<file path="src/rtl/alu_seq.sv">
// Sequential ALU: single-cycle logic/arith ops and a WIDTH-cycle unsigned
// shift-add multiplier behind a valid/ready handshake on both sides.
module alu_seq #(
  parameter int WIDTH = 32
) (
  input  logic             clock,
  input  logic             reset,
  input  logic [WIDTH-1:0] A,
  input  logic [WIDTH-1:0] B,
  input  logic [2:0]       control,
  input  logic             in_valid,
  output logic             in_ready,
  output logic [WIDTH-1:0] out,
  output logic [WIDTH-1:0] hi,
  output logic             overflow,
  output logic             zero,
  output logic             negative,
  output logic             out_valid,
  input  logic             out_ready
);

  typedef enum logic [1:0] {IDLE, BUSY, DONE} state_t;

  localparam int CW = $clog2(WIDTH + 1);

  state_t             state_reg, state_next;
  logic [WIDTH-1:0]   mcand_reg, mcand_next;
  logic [2*WIDTH-1:0] prod_reg, prod_next;
  logic [CW-1:0]      cnt_reg, cnt_next;
  logic [WIDTH-1:0]   out_reg, out_next;
  logic [WIDTH-1:0]   hi_reg, hi_next;
  logic               ovf_reg, ovf_next;
  logic               zero_reg, zero_next;
  logic               neg_reg, neg_next;

  logic [WIDTH-1:0]   alu_res;
  logic               alu_ovf;
  logic [WIDTH:0]     step_sum;
  logic [2*WIDTH-1:0] step_prod;

  // Single-cycle datapath for every opcode except MUL.
  always_comb begin
    alu_res = '0;
    alu_ovf = 1'b0;
    case (control)
      3'd1: alu_res = {{(WIDTH-1){1'b0}}, ($signed(A) < $signed(B))};
      3'd2: begin
        alu_res = A + B;
        alu_ovf = (A[WIDTH-1] == B[WIDTH-1]) && (alu_res[WIDTH-1] != A[WIDTH-1]);
      end
      3'd3: begin
        alu_res = A - B;
        alu_ovf = (A[WIDTH-1] != B[WIDTH-1]) && (alu_res[WIDTH-1] != A[WIDTH-1]);
      end
      3'd4: alu_res = A & B;
      3'd5: alu_res = A | B;
      3'd6: alu_res = ~(A | B);
      3'd7: alu_res = A ^ B;
      default: alu_res = '0;
    endcase
  end

  // One shift-add step: the multiplier sits in the low half and is consumed LSB first.
  always_comb begin
    step_sum  = {1'b0, prod_reg[2*WIDTH-1:WIDTH]} + (prod_reg[0] ? {1'b0, mcand_reg} : '0);
    step_prod = {step_sum, prod_reg[WIDTH-1:1]};
  end

  always_comb begin
    state_next = state_reg;
    mcand_next = mcand_reg;
    prod_next  = prod_reg;
    cnt_next   = cnt_reg;
    out_next   = out_reg;
    hi_next    = hi_reg;
    ovf_next   = ovf_reg;
    zero_next  = zero_reg;
    neg_next   = neg_reg;
    case (state_reg)
      IDLE: begin
        if (in_valid) begin
          mcand_next = A;
          if (control == 3'd0) begin
            prod_next  = {{WIDTH{1'b0}}, B};
            cnt_next   = '0;
            state_next = BUSY;
          end else begin
            out_next   = alu_res;
            hi_next    = '0;
            ovf_next   = alu_ovf;
            zero_next  = (alu_res == '0);
            neg_next   = alu_res[WIDTH-1];
            state_next = DONE;
          end
        end
      end
      BUSY: begin
        prod_next = step_prod;
        cnt_next  = cnt_reg + 1'b1;
        if (cnt_reg == CW'(WIDTH - 1)) begin
          out_next   = step_prod[WIDTH-1:0];
          hi_next    = step_prod[2*WIDTH-1:WIDTH];
          ovf_next   = |step_prod[2*WIDTH-1:WIDTH];
          zero_next  = (step_prod[WIDTH-1:0] == '0);
          neg_next   = step_prod[WIDTH-1];
          state_next = DONE;
        end
      end
      DONE: begin
        if (out_ready) state_next = IDLE;
      end
      default: state_next = IDLE;
    endcase
  end

  always_ff @(posedge clock) begin
    if (!reset) begin
      state_reg <= IDLE;
      mcand_reg <= '0;
      prod_reg  <= '0;
      cnt_reg   <= '0;
      out_reg   <= '0;
      hi_reg    <= '0;
      ovf_reg   <= 1'b0;
      zero_reg  <= 1'b0;
      neg_reg   <= 1'b0;
    end else begin
      state_reg <= state_next;
      mcand_reg <= mcand_next;
      prod_reg  <= prod_next;
      cnt_reg   <= cnt_next;
      out_reg   <= out_next;
      hi_reg    <= hi_next;
      ovf_reg   <= ovf_next;
      zero_reg  <= zero_next;
      neg_reg   <= neg_next;
    end
  end

  assign in_ready  = (state_reg == IDLE);
  assign out_valid = (state_reg == DONE);
  assign out       = out_reg;
  assign hi        = hi_reg;
  assign overflow  = ovf_reg;
  assign zero      = zero_reg;
  assign negative  = neg_reg;

endmodule
</file>
<file path="config.mk">
export PLATFORM = sky130hd
export DESIGN_NAME = alu_seq
export DESIGN_NICKNAME = d
export VERILOG_FILES = /design/src/rtl/alu_seq.sv
export SDC_FILE = /design/constraint.sdc
export NUM_CORES = 1
export LEC_CHECK = 0
export ABC_AREA = 1
export BUFFER_PORTS_ARGS = -buffer_cell sky130_fd_sc_hd__buf_2
export CAP_MARGIN = 30
export CORE_MARGIN = 2
export CORE_UTILIZATION = 30
export DETAILED_ROUTE_END_ITERATION = 16
export REMOVE_ABC_BUFFERS = 1
export SETUP_SLACK_MARGIN = 0.5
export SLEW_MARGIN = 20
export SYNTH_ARGS = -nofsm -noshare
export SYNTH_HDL_FRONTEND = slang
export SYNTH_SLANG_ARGS = --single-unit
</file>
<file path="constraint.sdc">
create_clock -name clock -period 4.45 [get_ports clock]
set_clock_uncertainty 0.15 [all_clocks]
set_input_delay 0.89 -clock clock [delete_from_list [all_inputs] [get_ports clock]]
set_output_delay 0.89 -clock clock [all_outputs]
set_load 0.01 [all_outputs]
</file>
# == Word level (Yosys, flattened, before mapping) ==
# Cells that the tools add are included.
# classes
n_addsub,4
n_lt_le_gt_ge,1
eq_ne,19
n_mux,34
bitwise,4
n_reduce_logical,12
# op_table
operator,count
$mux 32,7
$pmux 32 s7,1
$mux 64,2
$pmux 32 s2,2
$pmux 64 s2,1
$logic_not 32->1,2
$add 32x32->33,1
$add 32x32->32,1
$and 32x32->32,1
$lt 32x32->1,1
$not 32->32,1
$or 32x32->32,1
$reduce_or 32->1,1
$sub 32x32->32,1
$xor 32x32->32,1
$eq 3x3->1 const B,4
$mux 6,2
$pmux 6 s2,1
$mux 1,9
$mux 2,4
$pmux 1 s2,4
$add 6x1->6 const B,1
$eq 3x2->1 const B,2
$eq 6x5->1 const B,1
other kinds (15),22
# totals
ff_bits,171
input_bits,71
out_inout_bits,69

# == Longest topological paths before layout ==
# depth
word_depth,7
ltp_mapped,24

# == Worst setup path after synthesis ==
# Ideal clock, no wire load.
# synth_path
path_type,input to register
from,in A[0]
to,reg zero_reg (netlist: zero)
setup_ps,66
arrival_time_ps,2736
required_ps,4234
slack_ps,1498
path_stages,20
n_path_buf,0
path_cell_list,inv_1 -> ha_1 -> fa_1 -> inv_1 -> nand2_1 -> nand3_2 -> nand2_1 -> nand2_1 -> nand2_1 -> nand2_1 -> nand2_1 -> nand2_1 -> nand2_1 -> nand3_1 -> nand3_1 -> nor2_1 -> nand2_1 -> nor2_1 -> nand2_1 -> a21oi_2
# synth_via
elab_chain_len,7
word_cells_on_any_way,12
classes_between,2 x add/sub; 1 x order compare; 4 x mux; 4 x bitwise; 1 x reduce/logical
# synth_rtl
item,line,rtl
"start, declared",8,"input logic [WIDTH-1:0] A,"
branches (longest 2 deep; another with $sub 32x32->32),n/a,
$pmux 32 s7 (*),45,case (control)
$logic_not 32->1 (*),91,zero_next = (alu_res == '0);
$mux 1 (*),83,if (control == 3'd0) begin
$mux 1 (*),81,if (in_valid) begin
$pmux 1 s2 (*),79,case (state_reg)
"end signal, assigned",135,zero_reg <= zero_next;
"end, declared",33,"logic zero_reg, zero_next;"
# Every way passes the cells marked *. The select of a mux whose other input is x is not followed.
# A chain may end at the register's enable or synchronous reset.

# == Final worst setup path ==
# layout_path
from,in A[10]
to,reg zero_reg (netlist: zero)
# Same word-level chain as after synthesis.

==> results_dict.tcl <==
set metrics [dict create \
    cp-start-kind "input pin" \
    syn_area_per_cell_sq_um 5.84 \
    synth-main-ff-cell "dfxtp_1" \
    cts.path.max_buffers 2 \
    antenna_found_initial 1 \
    timing.final.ws_setup_ns 1.02 \
    num_vias 17900 \
    relSlewSlack_pct 41.7 \
    crit_path_max_fanout 9 \
    seqPwrFrac_pct 35.6 \
    min_to "prod_reg[52]" \
    drive_gt1_share_pct 9.12 \
    reg2reg_depth 18 \
    p_sw_share_pct 37.1 \
    synth.distinct_cells 48 \
    synthesis.area_sq_um 16400 \
    clkPwrFrac_pct 34.0 \
    pin_count 140 \
    htree_num_levels 4 \
    cts_hold_repair.buffers 0 \
    synth_edf_count 0 \
    cap_viol_max_count 0 \
    pre_cts_slack_ns 0.573 \
    comb_power_share_pct 30.4 \
    hold_class "flip-flop to flip-flop" \
    period_needed_ns 3.43 \
    holdWs_ns 0.322 \
    period_share_pct 77.1 \
    grt_pass1_vias 17100 \
    hold_violations 0 \
    hold_path_startpoint "prod_reg[52]" \
    num_rows 85 \
    clk_latency_ns 0.49 \
    finalWirelength_um 65000 \
    power_density_nw_per_um2 271 \
    numCtsBuffers 17 \
    synthToLayoutAreaGrowth_pct 10.9 \
    cts_tree "built" \
    cts_resized 0 \
    critPathRequiredTime_ns 4.72 \
    synthCells 2802 \
    r2r_setup_slack_ns 1.03 \
    nets 3090 \
    synthTopCellsByCount "886 x nand2_1, 459 x inv_1, 204 x nand3_1" \
    postRouteAntennaNets 0 \
    routed_via_density 5.01 \
    slew_viol_final 0 \
    fmax_ghz 0.292 \
    die_y_um 237 \
    rsz0062_at_grt "false" \
    drtIter0Drc 1555 \
    setup_viol 0 \
    intPower_uw 3090 \
    cp.arrival_ns 3.70 \
    grt_overflow_total 0 \
    synth_area_leader_cell "dfxtp_1" \
    die_area_sq_um 56400 \
    rr_endpoint "overflow" \
    p_sw_uw 1820 \
    ys_top_cells_by_area "dfxtp_1 21%, nand2_1 20%, ha_1 11%" \
    grt_max_degree 101 \
    ys_ff_latch 170 \
    holdPathStages 2 \
    largest_register_ffs 64 \
    grt_pass1_wl_um 98700 \
    drt-wirelength-per-cell_um 18.2 \
    firstDrtPassIters 5 \
    synthArstFlopShare_pct 0 \
    ys_warn_count 0 \
    p_leak_uw 0.00959 \
    synth.most_common_cell "nand2_1" \
    utilization_pct 33.7 \
    fp.dieW_um 237 \
    finalWeightedCongestion 1.01 \
    initial_utilization_pct 30.4 \
    clkSinkCount 170 \
    finalSetupTns_ns 0 \
    dpl.hpwl_um 51900 \
    design.core.area_sq_um 53800 \
    critical_path_class "input pin to flip-flop" \
    end_kind "flip-flop" \
    status "finished, final reports clean" \
    rr_startpoint "prod_reg[0]" \
    clkTransAtPathRegs_ns 0.07 \
    synth.top_cell.area_share_pct 20.8 \
    root_buffer "clkbuf_16" \
    yosysSeqAreaShare_pct 20.8 \
    grt_use_total_pct 22.9 \
    drcViolationCount 0 \
    post_cts_buffers 0 \
    io_buffers 139 \
    ir_drop_mv 0.256 \
    tightest_slew_ns 0.874 \
]
## layout make-up
class                      count  area, sq um
fill                        6098        35700
multi-input combinational   2051        10600
sequential                   170         3400
inverter                     472         1770
tap                          696          871
timing repair buffer         158          866
clock buffer                  24          512
clock inverter                 8          131
antenna                        1         2.50
## critical path: stages
cell     delay [ns]
buf_2          0.11
inv_1          0.14
ha_1           0.55
nand2_1        0.18
nor2_1         0.30
nand2_1        0.12
nand2_1        0.22
nand3_1        0.20
nand2_1        0.10
nand2_1        0.05
nand3_1        0.06
nand3_1        0.14
nor2_1         0.25
nand2_1        0.10
nor2_1         0.09
nand2_1        0.08
a21oi_2        0.11
## cell families (layout without fill, tap and decap cells)
group,Yosys count,in the layout,synth area share [%]
compound gates,471,471,16.0
fa+ha+maj,149,149,11.5
other cells,0,1,0
xor+xnor,4,4,0.214
buf+inv,581,662,14.7
simple gates,1427,1427,36.7
flops,170,170,20.8
## through the flow
stage	instance area, sq um	total power, uW	cells
2_1_floorplan	15700	2650	2693
3_3_place_gp	17500	3260	3547
3_5_place_dp	17500	3250	3547
4_1_cts	18100	4930	3579
5_1_grt	18100	5170	3580
6_report	18100	4910	3580
## per-layer routing
metal	GRT usage (%)	share of wire, %
met1	29.1	43
met2	38.3	46
met3	3.77	6.3
met4	9.91	4.0
met5	0	0
## layout by cell type (no fill, tap or decap), types with 4 or more instances in the layout
| cell type | n |
|---|---|
| nand3_2 | 8 |
| dfxtp_1 | 170 |
| nand2_2 | 6 |
| ha_1 | 146 |
| nor2_2 | 29 |
| nand3b_1 | 7 |
| a31oi_1 | 63 |
| a221oi_1 | 16 |
| buf_4 | 18 |
| inv_2 | 12 |
| clkbuf_16 | 17 |
| o21bai_1 | 10 |
| a21oi_1 | 165 |
| o21ai_0 | 171 |
| inv_1 | 458 |
| nor4_1 | 5 |
| nor2_4 | 9 |
| buf_2 | 138 |
| o22ai_1 | 18 |
| nand4_1 | 38 |
| nor2_1 | 201 |
| nor3_1 | 24 |
| a21oi_2 | 4 |
| nand2_1 | 886 |
| clkbuf_8 | 6 |
| o2111ai_1 | 4 |
| nand3_1 | 204 |
## power by group through the flow
stage | clock (uW) | sequential [uW] | combinational, uW
after CTS | 1710 | 1750 | 1480
final | 1670 | 1750 | 1490
after global placement | 0 | 1780 | 1480
after detailed placement | 0 | 1780 | 1470
after floorplan | 0 | 1790 | 851
after global routing | 1760 | 1760 | 1650
## worst max-delay path by stage
stage | startpoint | to | slack [ns] | depth (start not counted)
detailed placement | A[10] | zero | 0.57 | 17
global placement | A[4] | zero | 0.55 | 19
CTS | prod_reg[0] | overflow | 1.04 | 18
finish | A[10] | zero | 1.02 | 17
global route | prod_reg[0] | overflow | 0.72 | 16
floorplan | state_reg[0] | prod_reg[10] | -0.95 | 6
Note: power is estimated with default switching activity, not from simulation.
